`src/rtl/ps2_pkg.sv`:
```
// Shared definitions for the PS/2 keyboard receiver: FSM state encoding,
// Wishbone register offsets and register bit positions.
package ps2_pkg;

  // Receive FSM states, one per field of the 11-bit device-to-host frame.
  typedef enum logic [1:0] {
    IDLE   = 2'd0,
    DATA   = 2'd1,
    PARITY = 2'd2,
    STOP   = 2'd3
  } ps2_state_t;

  // Word offsets, selected by bus.adr[3:2].
  localparam logic [1:0] REG_DATA   = 2'd0;
  localparam logic [1:0] REG_STATUS = 2'd1;
  localparam logic [1:0] REG_CTRL   = 2'd2;

  // STATUS register bit positions.
  localparam int unsigned STAT_NONEMPTY   = 0;
  localparam int unsigned STAT_FULL       = 1;
  localparam int unsigned STAT_PARITY_ERR = 2;
  localparam int unsigned STAT_FRAME_ERR  = 3;
  localparam int unsigned STAT_OVERFLOW   = 4;
  localparam int unsigned STAT_COUNT_LSB  = 8;

  // CTRL register bit positions.
  localparam int unsigned CTRL_IRQ_EN = 0;

  // DATA register: set when the returned byte is a real FIFO entry.
  localparam int unsigned DATA_VALID_BIT = 31;

endpackage

```
`src/rtl/if_wb.sv`:
```
// Classic Wishbone register-port bundle (32-bit address and data).
//   adr   : byte address from the master
//   dat_i : write data, master to slave
//   dat_o : read data, slave to master
//   we    : write enable
//   cyc   : bus cycle in progress
//   stb   : strobe, this slave is addressed
//   ack   : single-cycle acknowledge from the slave
interface if_wb;
  logic [31:0] adr;
  logic [31:0] dat_i;
  logic [31:0] dat_o;
  logic        we;
  logic        cyc;
  logic        stb;
  logic        ack;

  modport slave  (input adr, dat_i, we, cyc, stb, output dat_o, ack);
  modport master (output adr, dat_i, we, cyc, stb, input dat_o, ack);
endinterface

```
`src/rtl/ps2_rx_fifo.sv`:
```
// Synchronous byte FIFO for received scan codes.
//   clk, rst   : clock, asynchronous active-high reset
//   push       : write push_data this cycle
//   push_data  : byte to write
//   pop        : discard the head entry this cycle
//   head       : current head byte (meaningful when !empty)
//   empty/full : occupancy flags
//   count      : number of stored entries, 0..2^AWIDTH
//   overflow   : one-cycle pulse when a push was dropped because full
// A push and a pop in the same cycle both take effect; on an empty FIFO the
// pop has nothing to remove, so only the push lands.
module ps2_rx_fifo #(
  parameter int unsigned AWIDTH = 4
) (
  input  logic              clk,
  input  logic              rst,
  input  logic              push,
  input  logic [7:0]        push_data,
  input  logic              pop,
  output logic [7:0]        head,
  output logic              empty,
  output logic              full,
  output logic [AWIDTH:0]   count,
  output logic              overflow
);

  localparam logic [AWIDTH:0] DEPTH = {1'b1, {AWIDTH{1'b0}}};

  logic [7:0]        mem [2**AWIDTH];
  logic [AWIDTH-1:0] rd_ptr;
  logic [AWIDTH-1:0] wr_ptr;
  logic [AWIDTH:0]   count_q;
  logic              do_push;
  logic              do_pop;

  assign empty = (count_q == '0);
  assign full  = (count_q == DEPTH);
  assign count = count_q;
  assign head  = mem[rd_ptr];

  // A pop on a full FIFO frees the slot the simultaneous push needs.
  assign do_pop   = pop && !empty;
  assign do_push  = push && (!full || do_pop);
  assign overflow = push && !do_push;

  always_ff @(posedge clk or posedge rst) begin
    if (rst) begin
      rd_ptr  <= '0;
      wr_ptr  <= '0;
      count_q <= '0;
    end else begin
      if (do_push) wr_ptr <= wr_ptr + AWIDTH'(1);
      if (do_pop)  rd_ptr <= rd_ptr + AWIDTH'(1);
      if (do_push && !do_pop)
        count_q <= count_q + (AWIDTH+1)'(1);
      else if (do_pop && !do_push)
        count_q <= count_q - (AWIDTH+1)'(1);
    end
  end

  // Storage needs no reset; the pointers define which entries are valid.
  always_ff @(posedge clk) begin
    if (do_push) mem[wr_ptr] <= push_data;
  end

endmodule

```
`src/rtl/ps2_kbd_rx.sv`:
```
// Wishbone-slave PS/2 keyboard receiver.
// Receives device-to-host frames (start, 8 data LSB first, odd parity, stop),
// buffers good bytes in a FIFO and reports line errors in STATUS.
//   clk_i     : system clock
//   rst_i     : asynchronous active-high reset
//   bus       : Wishbone slave register port (DATA, STATUS, CTRL)
//   ps2_clk   : PS/2 clock from the device, asynchronous
//   ps2_dat   : PS/2 data from the device, asynchronous
//   interrupt : level interrupt, irq_en & FIFO non-empty, registered
module ps2_kbd_rx
  import ps2_pkg::*;
#(
  parameter int unsigned CLKFREQ     = 10_000_000,
  parameter int unsigned TIMEOUT_US  = 2000,
  parameter int unsigned FIFO_AWIDTH = 4,
  parameter int unsigned FILTER_LEN  = 4
) (
  input  logic clk_i,
  input  logic rst_i,
  if_wb.slave  bus,
  input  logic ps2_clk,
  input  logic ps2_dat,
  output logic interrupt
);

  localparam int unsigned TO_CYCLES = CLKFREQ / 1_000_000 * TIMEOUT_US;
  localparam int unsigned TO_W      = $clog2(TO_CYCLES + 1);

  // ---------------- input conditioning ----------------
  logic [1:0]            clk_sync;
  logic [1:0]            dat_sync;
  logic [FILTER_LEN-1:0] clk_hist;
  logic                  clk_filt;
  logic                  fe;
  logic                  dat_s;

  assign dat_s = dat_sync[1];

  // Both lines idle high, so the synchronisers and filter reset to 1 and a
  // reset never fabricates a falling edge.
  always_ff @(posedge clk_i or posedge rst_i) begin
    if (rst_i) begin
      clk_sync <= '1;
      dat_sync <= '1;
      clk_hist <= '1;
      clk_filt <= 1'b1;
      fe       <= 1'b0;
    end else begin
      clk_sync <= {clk_sync[0], ps2_clk};
      dat_sync <= {dat_sync[0], ps2_dat};
      clk_hist <= {clk_hist[FILTER_LEN-2:0], clk_sync[1]};
      fe       <= 1'b0;
      if (&clk_hist && !clk_filt) begin
        clk_filt <= 1'b1;
      end else if (!(|clk_hist) && clk_filt) begin
        clk_filt <= 1'b0;
        fe       <= 1'b1;
      end
    end
  end

  // ---------------- frame receiver ----------------
  ps2_state_t      state;
  logic [2:0]      bit_cnt;
  logic [7:0]      shreg;
  logic            par_bit;
  logic [TO_W-1:0] to_cnt;
  logic            push_stb;
  logic            perr_stb;
  logic            ferr_stb;
  logic            parity_ok;

  assign parity_ok = ^{shreg, par_bit};

  always_ff @(posedge clk_i or posedge rst_i) begin
    if (rst_i) begin
      state    <= IDLE;
      bit_cnt  <= '0;
      shreg    <= '0;
      par_bit  <= 1'b0;
      to_cnt   <= '0;
      push_stb <= 1'b0;
      perr_stb <= 1'b0;
      ferr_stb <= 1'b0;
    end else begin
      push_stb <= 1'b0;
      perr_stb <= 1'b0;
      ferr_stb <= 1'b0;
      if (fe) begin
        to_cnt <= '0;
        unique case (state)
          IDLE: begin
            if (!dat_s) begin
              state   <= DATA;
              bit_cnt <= '0;
            end
          end
          DATA: begin
            shreg <= {dat_s, shreg[7:1]};
            if (bit_cnt == 3'd7) state <= PARITY;
            else                 bit_cnt <= bit_cnt + 3'd1;
          end
          PARITY: begin
            par_bit <= dat_s;
            state   <= STOP;
          end
          STOP: begin
            state    <= IDLE;
            push_stb <= dat_s && parity_ok;
            ferr_stb <= !dat_s;
            perr_stb <= !parity_ok;
          end
          default: state <= IDLE;
        endcase
      end else if (state != IDLE) begin
        if (to_cnt == TO_W'(TO_CYCLES)) begin
          state    <= IDLE;
          to_cnt   <= '0;
          ferr_stb <= 1'b1;
        end else begin
          to_cnt <= to_cnt + TO_W'(1);
        end
      end
    end
  end

  // ---------------- FIFO ----------------
  logic [7:0]           fifo_head;
  logic                 fifo_empty;
  logic                 fifo_full;
  logic [FIFO_AWIDTH:0] fifo_count;
  logic                 fifo_ovf;
  logic                 fifo_pop;

  ps2_rx_fifo #(
    .AWIDTH (FIFO_AWIDTH)
  ) u_fifo (
    .clk       (clk_i),
    .rst       (rst_i),
    .push      (push_stb),
    .push_data (shreg),
    .pop       (fifo_pop),
    .head      (fifo_head),
    .empty     (fifo_empty),
    .full      (fifo_full),
    .count     (fifo_count),
    .overflow  (fifo_ovf)
  );

  // ---------------- Wishbone registers ----------------
  logic        ack_q;
  logic [31:0] dat_q;
  logic [1:0]  acc_adr;
  logic        acc_we;
  logic [4:0]  acc_wdat;
  logic        wb_req;
  logic [31:0] rd_data;
  logic        irq_en;
  logic        parity_err;
  logic        frame_err;
  logic        overflow;
  logic        wr_status;
  logic        wr_ctrl;
  logic        unused_ok;

  assign bus.ack   = ack_q;
  assign bus.dat_o = dat_q;
  assign wb_req    = bus.cyc && bus.stb && !ack_q;

  always_comb begin
    rd_data = '0;
    unique case (bus.adr[3:2])
      REG_DATA: begin
        rd_data[DATA_VALID_BIT] = !fifo_empty;
        rd_data[7:0]            = fifo_empty ? 8'h00 : fifo_head;
      end
      REG_STATUS: begin
        rd_data[STAT_NONEMPTY]   = !fifo_empty;
        rd_data[STAT_FULL]       = fifo_full;
        rd_data[STAT_PARITY_ERR] = parity_err;
        rd_data[STAT_FRAME_ERR]  = frame_err;
        rd_data[STAT_OVERFLOW]   = overflow;
        rd_data[STAT_COUNT_LSB +: FIFO_AWIDTH+1] = fifo_count;
      end
      REG_CTRL: rd_data[CTRL_IRQ_EN] = irq_en;
      default: ;
    endcase
  end

  // The access is captured at request time so its side effects in the ack
  // cycle do not depend on the master holding adr/we/dat_i through ack.
  always_ff @(posedge clk_i or posedge rst_i) begin
    if (rst_i) begin
      ack_q    <= 1'b0;
      dat_q    <= '0;
      acc_adr  <= '0;
      acc_we   <= 1'b0;
      acc_wdat <= '0;
    end else begin
      ack_q <= wb_req;
      dat_q <= wb_req ? rd_data : '0;
      if (wb_req) begin
        acc_adr  <= bus.adr[3:2];
        acc_we   <= bus.we;
        acc_wdat <= bus.dat_i[4:0];
      end
    end
  end

  // The head is unchanged between request and ack (only this path pops), so
  // popping on the returned valid bit removes exactly the byte reported.
  assign fifo_pop  = ack_q && !acc_we && (acc_adr == REG_DATA) && dat_q[DATA_VALID_BIT];
  assign wr_status = ack_q && acc_we && (acc_adr == REG_STATUS);
  assign wr_ctrl   = ack_q && acc_we && (acc_adr == REG_CTRL);

  always_ff @(posedge clk_i or posedge rst_i) begin
    if (rst_i) begin
      irq_en     <= 1'b0;
      parity_err <= 1'b0;
      frame_err  <= 1'b0;
      overflow   <= 1'b0;
      interrupt  <= 1'b0;
    end else begin
      if (wr_ctrl) irq_en <= acc_wdat[CTRL_IRQ_EN];
      parity_err <= perr_stb || (parity_err && !(wr_status && acc_wdat[STAT_PARITY_ERR]));
      frame_err  <= ferr_stb || (frame_err  && !(wr_status && acc_wdat[STAT_FRAME_ERR]));
      overflow   <= fifo_ovf || (overflow   && !(wr_status && acc_wdat[STAT_OVERFLOW]));
      interrupt  <= irq_en && !fifo_empty;
    end
  end

  assign unused_ok = ^{bus.adr[31:4], bus.adr[1:0], bus.dat_i[31:5], acc_wdat[1]};

endmodule

```
`src/flat_wrapper.sv`:
```
// flat-port wrapper written by rule: the top's interface ports become plain ports
module ps2_kbd_rx_flat import ps2_pkg::*;
#(
  parameter int unsigned CLKFREQ     = 10_000_000,
  parameter int unsigned TIMEOUT_US  = 2000,
  parameter int unsigned FIFO_AWIDTH = 4,
  parameter int unsigned FILTER_LEN  = 4
)
  (clk_i, rst_i, ps2_clk, ps2_dat, interrupt, bus_adr, bus_dat_i, bus_we, bus_cyc, bus_stb, bus_dat_o, bus_ack);
  if_wb bus_i ();
  input  logic clk_i;
  input  logic rst_i;
  input  logic ps2_clk;
  input  logic ps2_dat;
  output logic interrupt;
  input wire logic [$bits(bus_i.adr)-1:0] bus_adr;
  input wire logic [$bits(bus_i.dat_i)-1:0] bus_dat_i;
  input wire logic [$bits(bus_i.we)-1:0] bus_we;
  input wire logic [$bits(bus_i.cyc)-1:0] bus_cyc;
  input wire logic [$bits(bus_i.stb)-1:0] bus_stb;
  output wire logic [$bits(bus_i.dat_o)-1:0] bus_dat_o;
  output wire logic [$bits(bus_i.ack)-1:0] bus_ack;
  assign bus_i.adr = bus_adr;
  assign bus_i.dat_i = bus_dat_i;
  assign bus_i.we = bus_we;
  assign bus_i.cyc = bus_cyc;
  assign bus_i.stb = bus_stb;
  assign bus_dat_o = bus_i.dat_o;
  assign bus_ack = bus_i.ack;
  ps2_kbd_rx #(.CLKFREQ(CLKFREQ), .TIMEOUT_US(TIMEOUT_US), .FIFO_AWIDTH(FIFO_AWIDTH), .FILTER_LEN(FILTER_LEN)) u_core (.clk_i(clk_i), .rst_i(rst_i), .bus(bus_i), .ps2_clk(ps2_clk), .ps2_dat(ps2_dat), .interrupt(interrupt));
endmodule
```
`config.mk`:
```
export PLATFORM = sky130hd
export DESIGN_NAME = ps2_kbd_rx_flat
export DESIGN_NICKNAME = d
export VERILOG_FILES = /design/src/rtl/ps2_pkg.sv /design/src/rtl/if_wb.sv /design/src/rtl/ps2_rx_fifo.sv /design/src/rtl/ps2_kbd_rx.sv /design/src/flat_wrapper.sv
export SDC_FILE = /design/constraint.sdc
export NUM_CORES = 1
export LEC_CHECK = 0
export CAP_MARGIN = 10
export CORE_ASPECT_RATIO = 0.6
export CORE_MARGIN = 2
export CORE_UTILIZATION = 60
export DETAILED_ROUTE_END_ITERATION = 10
export HOLD_SLACK_MARGIN = 0.02
export PLACE_DENSITY = 0.92
export RECOVER_POWER = 25
export SYNTH_ARGS = -nofsm -noshare
export SYNTH_HDL_FRONTEND = slang
export SYNTH_SLANG_ARGS = --single-unit
```
`constraint.sdc`:
```
create_clock -name clk_i -period 5.8 [get_ports clk_i]
set_input_delay 0.87 -clock clk_i [delete_from_list [all_inputs] [get_ports clk_i]]
set_output_delay 0.87 -clock clk_i [all_outputs]
set_load 0.02 [all_outputs]
```
# After elaboration in Yosys (flattened, before gate mapping)
# Memories as Yosys holds them, arrays and structs flattened.
# Cells that the tools add are included.
op_classes:
  n_addsub: 6
  mux: 35
  n_eq_ne: 14
  reduce_logical: 57
ops:
  columns: ["operator", "count"]
  rows:
  - ["2-to-1 mux 15 bit", 3]
  - ["2-to-1 mux 32 bit", 1]
  - ["logical AND 1 bit", 23]
  - ["adder 15 x 1 -> 15 bit (second input constant)", 1]
  - ["== test 15 bit (second input constant)", 1]
  - ["2-to-1 mux 1 bit", 15]
  - ["2-to-1 mux 5 bit", 3]
  - ["zero test 1 bit", 13]
  - ["AND reduction 4 bit", 3]
  - ["nonzero test 2 bit", 6]
  - ["2-to-1 mux 2 bit", 5]
  - ["2-to-1 mux 3 bit", 3]
  - ["XOR reduction 9 bit", 1]
  - ["adder 4 x 1 -> 4 bit (second input constant)", 2]
  - ["== test 2 bit (second input constant)", 4]
  - ["2-to-1 mux 8 bit", 1]
  - ["one-hot mux 2 bit (4 select lines)", 1]
  - ["one-hot mux 4 bit (2 select lines)", 1]
  - ["== test 2 x 1 -> 1 bit (second input constant)", 3]
  - ["zero test 2 bit", 3]
  - ["!= test 3 bit (second input constant)", 2]
  - ["one-hot mux 3 bit (2 select lines)", 1]
  - ["adder 5 x 1 -> 5 bit (second input constant)", 1]
  - ["== test 5 bit (second input constant)", 1]
  - ["other kinds (9)", 14]
word_totals:
  word_cells: 139
  out_inout_bits: 34
  mem_bits_rw: 128
  n_memories: 1
  reg_bits: 101
mem_list:
  columns: ["name", "words", "word_bits", "read_ports", "rd_ports_with_merged_regs", "write_ports", "line_no", "text"]
  rows:
  - ["u_core.u_fifo.mem", 16, 8, 1, 0, 1, "ps2_rx_fifo.sv:29", "logic [7:0] mem [2**AWIDTH];"]

# Longest topological paths before layout
logic_depth:
  word_depth: 11
  mapped_depth: 11
  ltp_nobuf: 10

# By module
# From an unflattened synthesis, not the netlist that was laid out.
hier_totals:
  cells_unflattened: 598
  area_unflattened_um2: 8913.5
by_module_without_submodules:
  columns: ["mod", "instances", "cells_per_inst", "area_each_um2"]
  rows:
  - ["ps2_rx_fifo", 1, 321, 5749.3]
  - ["ps2_kbd_rx", 1, 277, 3164.3]

# Worst setup path after synthesis
# No wires, ideal clock.
synth_path:
  path_kind: "reg2reg"
  start: "reg u_core.ack_q, in the netlist u_core.bus.ack"
  end: "reg u_core.u_fifo.count_q[4], in the netlist u_core.u_fifo.count[4]"
  n_path_buf: 1
  slack_ns: 3.184
  period_less_slack_ns: 2.616
  setup_time_ns: 0.080
  stages_incl_launch_ff: 12
  arrival_ns: 2.536
  t_required_ns: 5.720
  path_cell_list: "dfrtp_1 nand2_1 nor4_1 o21a_1 buf_2 ha_1 inv_1 ha_1 a21o_1 a21oi_1 mux2i_1 xnor2_1"
synth_between:
  elab_chain_len: 9
  elab_cells_between_ends: 12
  classes_between: "mux (1); reduce/logical (11)"
synth_lines:
  columns: ["element", "line_no", "text"]
  rows:
  - ["start: declaration", "ps2_kbd_rx.sv:151", "logic ack_q;"]
  - ["start signal: assignment", "ps2_kbd_rx.sv:200", "ack_q <= wb_req;"]
  - ["logical AND 1 bit * (3 in a row)", "ps2_kbd_rx.sv:212", "assign fifo_pop = ack_q && !acc_we && (acc_adr == REG_DATA) && dat_q[DATA_VALID_BIT];"]
  - ["logical AND 1 bit *", "ps2_rx_fifo.sv:42", "assign do_pop = pop && !empty;"]
  - ["logical OR 1 bit *", "ps2_rx_fifo.sv:43", "assign do_push = push && (!full || do_pop);"]
  - ["logical AND 1 bit *", "ps2_rx_fifo.sv:43", null]
  - ["named net u_core.u_fifo.do_push", "ps2_rx_fifo.sv:33", "logic do_push;"]
  - ["zero test 1 bit", "ps2_rx_fifo.sv:56", "else if (do_pop && !do_push)"]
  - ["logical AND 1 bit", "ps2_rx_fifo.sv:56", null]
  - ["nonzero test 2 bit (no source line)", null, null]
  - ["end signal: assignment", "ps2_rx_fifo.sv:55", "count_q <= count_q + (AWIDTH+1)'(1);"]
  - ["end signal: assignment", "ps2_rx_fifo.sv:57", "count_q <= count_q - (AWIDTH+1)'(1);"]
  - ["end: declaration", "ps2_rx_fifo.sv:32", "logic [AWIDTH:0] count_q;"]
# The timed path passes the listed nets; every way through them passes the cells marked *.
# A chain may end at the register's enable or synchronous reset.

# Worst setup path in the final report
layout_path:
  start: "reg u_core.ack_q, in the netlist u_core.bus.ack"
  end: "reg u_core.u_fifo.count_q[4], in the netlist u_core.u_fifo.count[4]"
layout_between:
  elab_chain_len: 9
  elab_cells_between_ends: 12
  classes_between: "mux (1); reduce/logical (11)"
layout_lines:
  columns: ["element", "line_no"]
  rows:
  - ["logical AND 1 bit * (3 in a row)", "ps2_kbd_rx.sv:212"]
  - ["logical AND 1 bit *", "ps2_rx_fifo.sv:42"]
  - ["logical OR 1 bit", "ps2_rx_fifo.sv:43"]
  - ["logical AND 1 bit", "ps2_rx_fifo.sv:43"]
  - ["zero test 1 bit", "ps2_rx_fifo.sv:56"]
  - ["logical AND 1 bit", "ps2_rx_fifo.sv:56"]
  - ["nonzero test 2 bit (no source line)", null]
# Every way passes the cells marked *; elsewhere a longest branch is shown, timed or not.

==> results by group <==
Outcome
  – Status: finished clean

Routing
  – DR pass1 iterations: 5
  – DR DRC count: 0
  – Vias/cell: 6.18
  – DRT antenna net count: 0
  – DR WL/cell: 22.4 um
  – Total wire length: 18400 um
  – DRT iter0 DRCs: about 600
  – Vias: 5086

Timing
  – Fin crit share: 0.569
  – Final Setup Violations: 0
  – Minimum clock period: between 3 and 4 ns
  – Fmax: 0.303 GHz
  – Final Skew: 0.0241 ns
  – Final setup TNS: 0 ns
  – Hold Violations, Final: 0
  – Worst Tran Pin Value: 1.18 ns
  – RSZ-0062 raised after global routing: no
  – Slew Viols, Final: 0
  – Slew HR: 0.211
  – Setup ws final: 2.50 ns

Placement
  – Global placer's final weighted congestion: 0.843
  – Buffers on Ports: 28
  – Pre-CTS WS: approximately 2.7 ns
  – Post-placement cell count: 789
  – Post-DP HPWL: 11100 um

Critical path
  – R2r worst-path depth: 10
  – CP Class: flip-flop to flip-flop
  – Req. time, crit path: 6.22 ns
  – R2R Setup Slk: roughly 2.5 ns
  – Worst setup EP type: flip-flop
  – Crit-path slowest cell: nor4_1
  – Crit path max fanout: 9
  – CP Launch Type: flip-flop
  – Worst R2R End: u_core.u_fifo.count[4]
  – Arrival time of the worst setup path: 3.72 ns
  – Worst-path cell chain: nand2_1, nor4_1, o21a_1, ha_1, inv_1, ha_1, a21o_1, a21oi_1, mux2i_1, xnor2_1
  – Top Family by Delay on Critical Path: compound AO/OA/AOI/OAI gates
  – CP Depth: 10
  – CP peak stage delay: 0.67 ns
  – Buffers and inverters on the worst path: 1
  – Cell mode on critical path: ha_1
  – Worst r2r src: u_core.bus.ack

Clocking
  – CTS tree: yes
  – Postcts setup bufs: 0
  – Clock Tree Root: clkbuf_16
  – H-tree Lvls: 1
  – Post-cts resize count: 0
  – Skew-Pair Late Insertion Delay: 0.49 ns
  – Clock Path Buffers: 3
  – Clk slew on worst S/H paths: 0.07 ns
  – Clock sink total: 210
  – CTS Hold Bufs: 0
  – Total CTS buffers: 19

Layout
  – Area Growth Syn to Fin: 12.0%
  – Antenna cells: 0
  – Post-Layout Cell Count: 823
  – Final-stage net count: 701
  – Fraction of layout cells with a size suffix above 1: 0.150
  – Final core utilization: 0.684

Die
  – Die width: roughly 160 um
  – Die Ht: 97.7 um
  – Initial core utilization: 0.611
  – Die area: 15600 um2
  – Core ar.: between 10000 and 15000 um2
  – Row cnt: 34
  – Number of top-level pins: 105

Synthesis
  – Number of synthesized register bits: 210
  – Syn Std Cell Area: 8780 um2
  – Syn avg cell area: 15.1 um2
  – Post-synth EDFFs: about 130
  – Post-synthesis cell type count: 62
  – Synth warn: 0
  – Main synth FF type: edfxtp_1
  – Fraction of registers with async set/reset: 0.390
  – Post-synthesis sequential area ratio: 0.673
  – Mapped Cells: 580

Run
  – Max-cap violations: 0

Global routing
  – Initial antenna violation count: 0
  – Largest net degree at the start of global routing: 83
  – GR Layer Usage met2: 0.388
  – Gr busiest metal: met2
  – Total grt overflow: 0
  – M3 GR Usage: 0.0585
  – Vias in the first global route: 5178
  – Total GRT Usage: 0.240
  – Met1 usage: 0.332
  – First-pass GRT wire length: 28500 um

Pwr
  – LEAKAGE: 0.00376 uW
  – Peak VDD IR: about 230 uV
  – P per Cell Area: a little over 300 nW/um2

Min path
  – Hold depth: 0
  – Tightest Hold Check Type: flip-flop to flip-flop
  – Hold path start: u_core.dat_sync[0]
  – WHS Endpoint: u_core.dat_sync[1]
routing by layer:
layer,up-vias,share of wire
li1,2173,-
met5,-,0
met4,0,0.028
met2,285,0.48
met1,2570,0.40
met3,58,0.091
final cells by class:
class / instances / area [um2]
flip-flops and latches: 210 / 5910
fillers: 879 / 4540
multi-input cells: 333 / 2650
clock buffers: 24 / 524
repair buffers: 34 / 325
well taps: 198 / 248
clock inverters: 10 / 130
inverters: 14 / 53.8
registers in the layout (all words and copies together) (netlist names), 3 cells and up:
| register | count |
|---|---|
| u_core.acc_wdat | 4 |
| u_core.bit_cnt | 3 |
| u_core.bus.dat_o | 14 |
| u_core.clk_hist | 4 |
| u_core.shreg | 8 |
| u_core.to_cnt | 15 |
| u_core.u_fifo.count | 5 |
| u_core.u_fifo.mem | 128 |
| u_core.u_fifo.rd_ptr | 4 |
| u_core.u_fifo.wr_ptr | 4 |
stage by stage:
step,instance area (um2),hold WS (ns),power (uW)
2_1_floorplan,8840,0.345,1730
3_3_place_gp,9180,0.346,1750
3_5_place_dp,9180,0.353,1760
4_1_cts,9830,0.363,3060
5_1_grt,9830,0.369,3140
6_report,9830,0.360,3050
how the worst max path moves through the flow:
stage	start	end	slack, ns
finish	u_core.bus.ack	u_core.u_fifo.count[4]	2.50
floorplan	rst_i	u_core.acc_adr[0]	2.84
global route	u_core.bus.ack	u_core.u_fifo.count[4]	2.30
CTS	u_core.bus.ack	u_core.u_fifo.count[4]	2.56
detailed placement	u_core.acc_we	u_core.u_fifo.count[4]	2.68
global placement	u_core.acc_we	u_core.u_fifo.count[4]	2.85
report_power, final:
group          switching (uW)  total, uW  internal, uW
registers                26.5       1630          1600
logic                    66.2        101          35.0
clock network             538       1320           777
cell usage in the layout, fill, tap and decap left out, types with 7 or more instances in the layout:
cell type	count
nand3_1	12
nand2_1	49
conb_1	18
dfrtp_1	73
inv_1	12
xnor2_1	14
o21ai_0	11
clkbuf_16	19
mux4_2	28
a21oi_1	13
ha_1	17
xor2_1	13
a211oi_1	7
nor2_1	36
nor2b_1	8
clkdlybuf4s50_1	26
edfxtp_1	128
o21ai_1	8
mux2i_1	11
mux2_2	13
synthesized netlist by cell type (13+ instances only):
| library cell | n | share of area |
|---|---|---|
| a21oi_1 | 13 | 0.0074 |
| buf_4 | 21 | 0.018 |
| dfrtp_1 | 73 | 0.21 |
| edfxtp_1 | 128 | 0.44 |
| ha_1 | 17 | 0.024 |
| inv_1 | 13 | 0.0056 |
| mux2_2 | 13 | 0.017 |
| mux4_2 | 28 | 0.072 |
| nand2_1 | 49 | 0.021 |
| nor2_1 | 36 | 0.015 |
| xnor2_1 | 14 | 0.014 |
| xor2_1 | 13 | 0.013 |
cell families (layout without fill, tap and decap cells):
family | count (synthesis) | after routing | synth area share
AOI/OAI and AO/OA | 63 | 63 | 0.0467
xor gates and xnor gates | 27 | 27 | 0.0269
adders and majority gates | 18 | 18 | 0.0265
buffers and inverters | 54 | 82 | 0.0341
DFF | 210 | 210 | 0.673
muxes | 55 | 55 | 0.105
other | 1 | 18 | 0.000427
and+or+nand+nor | 152 | 152 | 0.0875
worst reg2reg max path, cell delays in order (launching register included):
cell     delay [ns]
dfrtp_1        0.42
nand2_1        0.09
nor4_1         0.67
o21a_1         0.50
ha_1           0.30
inv_1          0.12
ha_1           0.35
a21o_1         0.20
a21oi_1        0.18
mux2i_1        0.24
xnor2_1        0.14
Power figures use the tool's default switching activity.
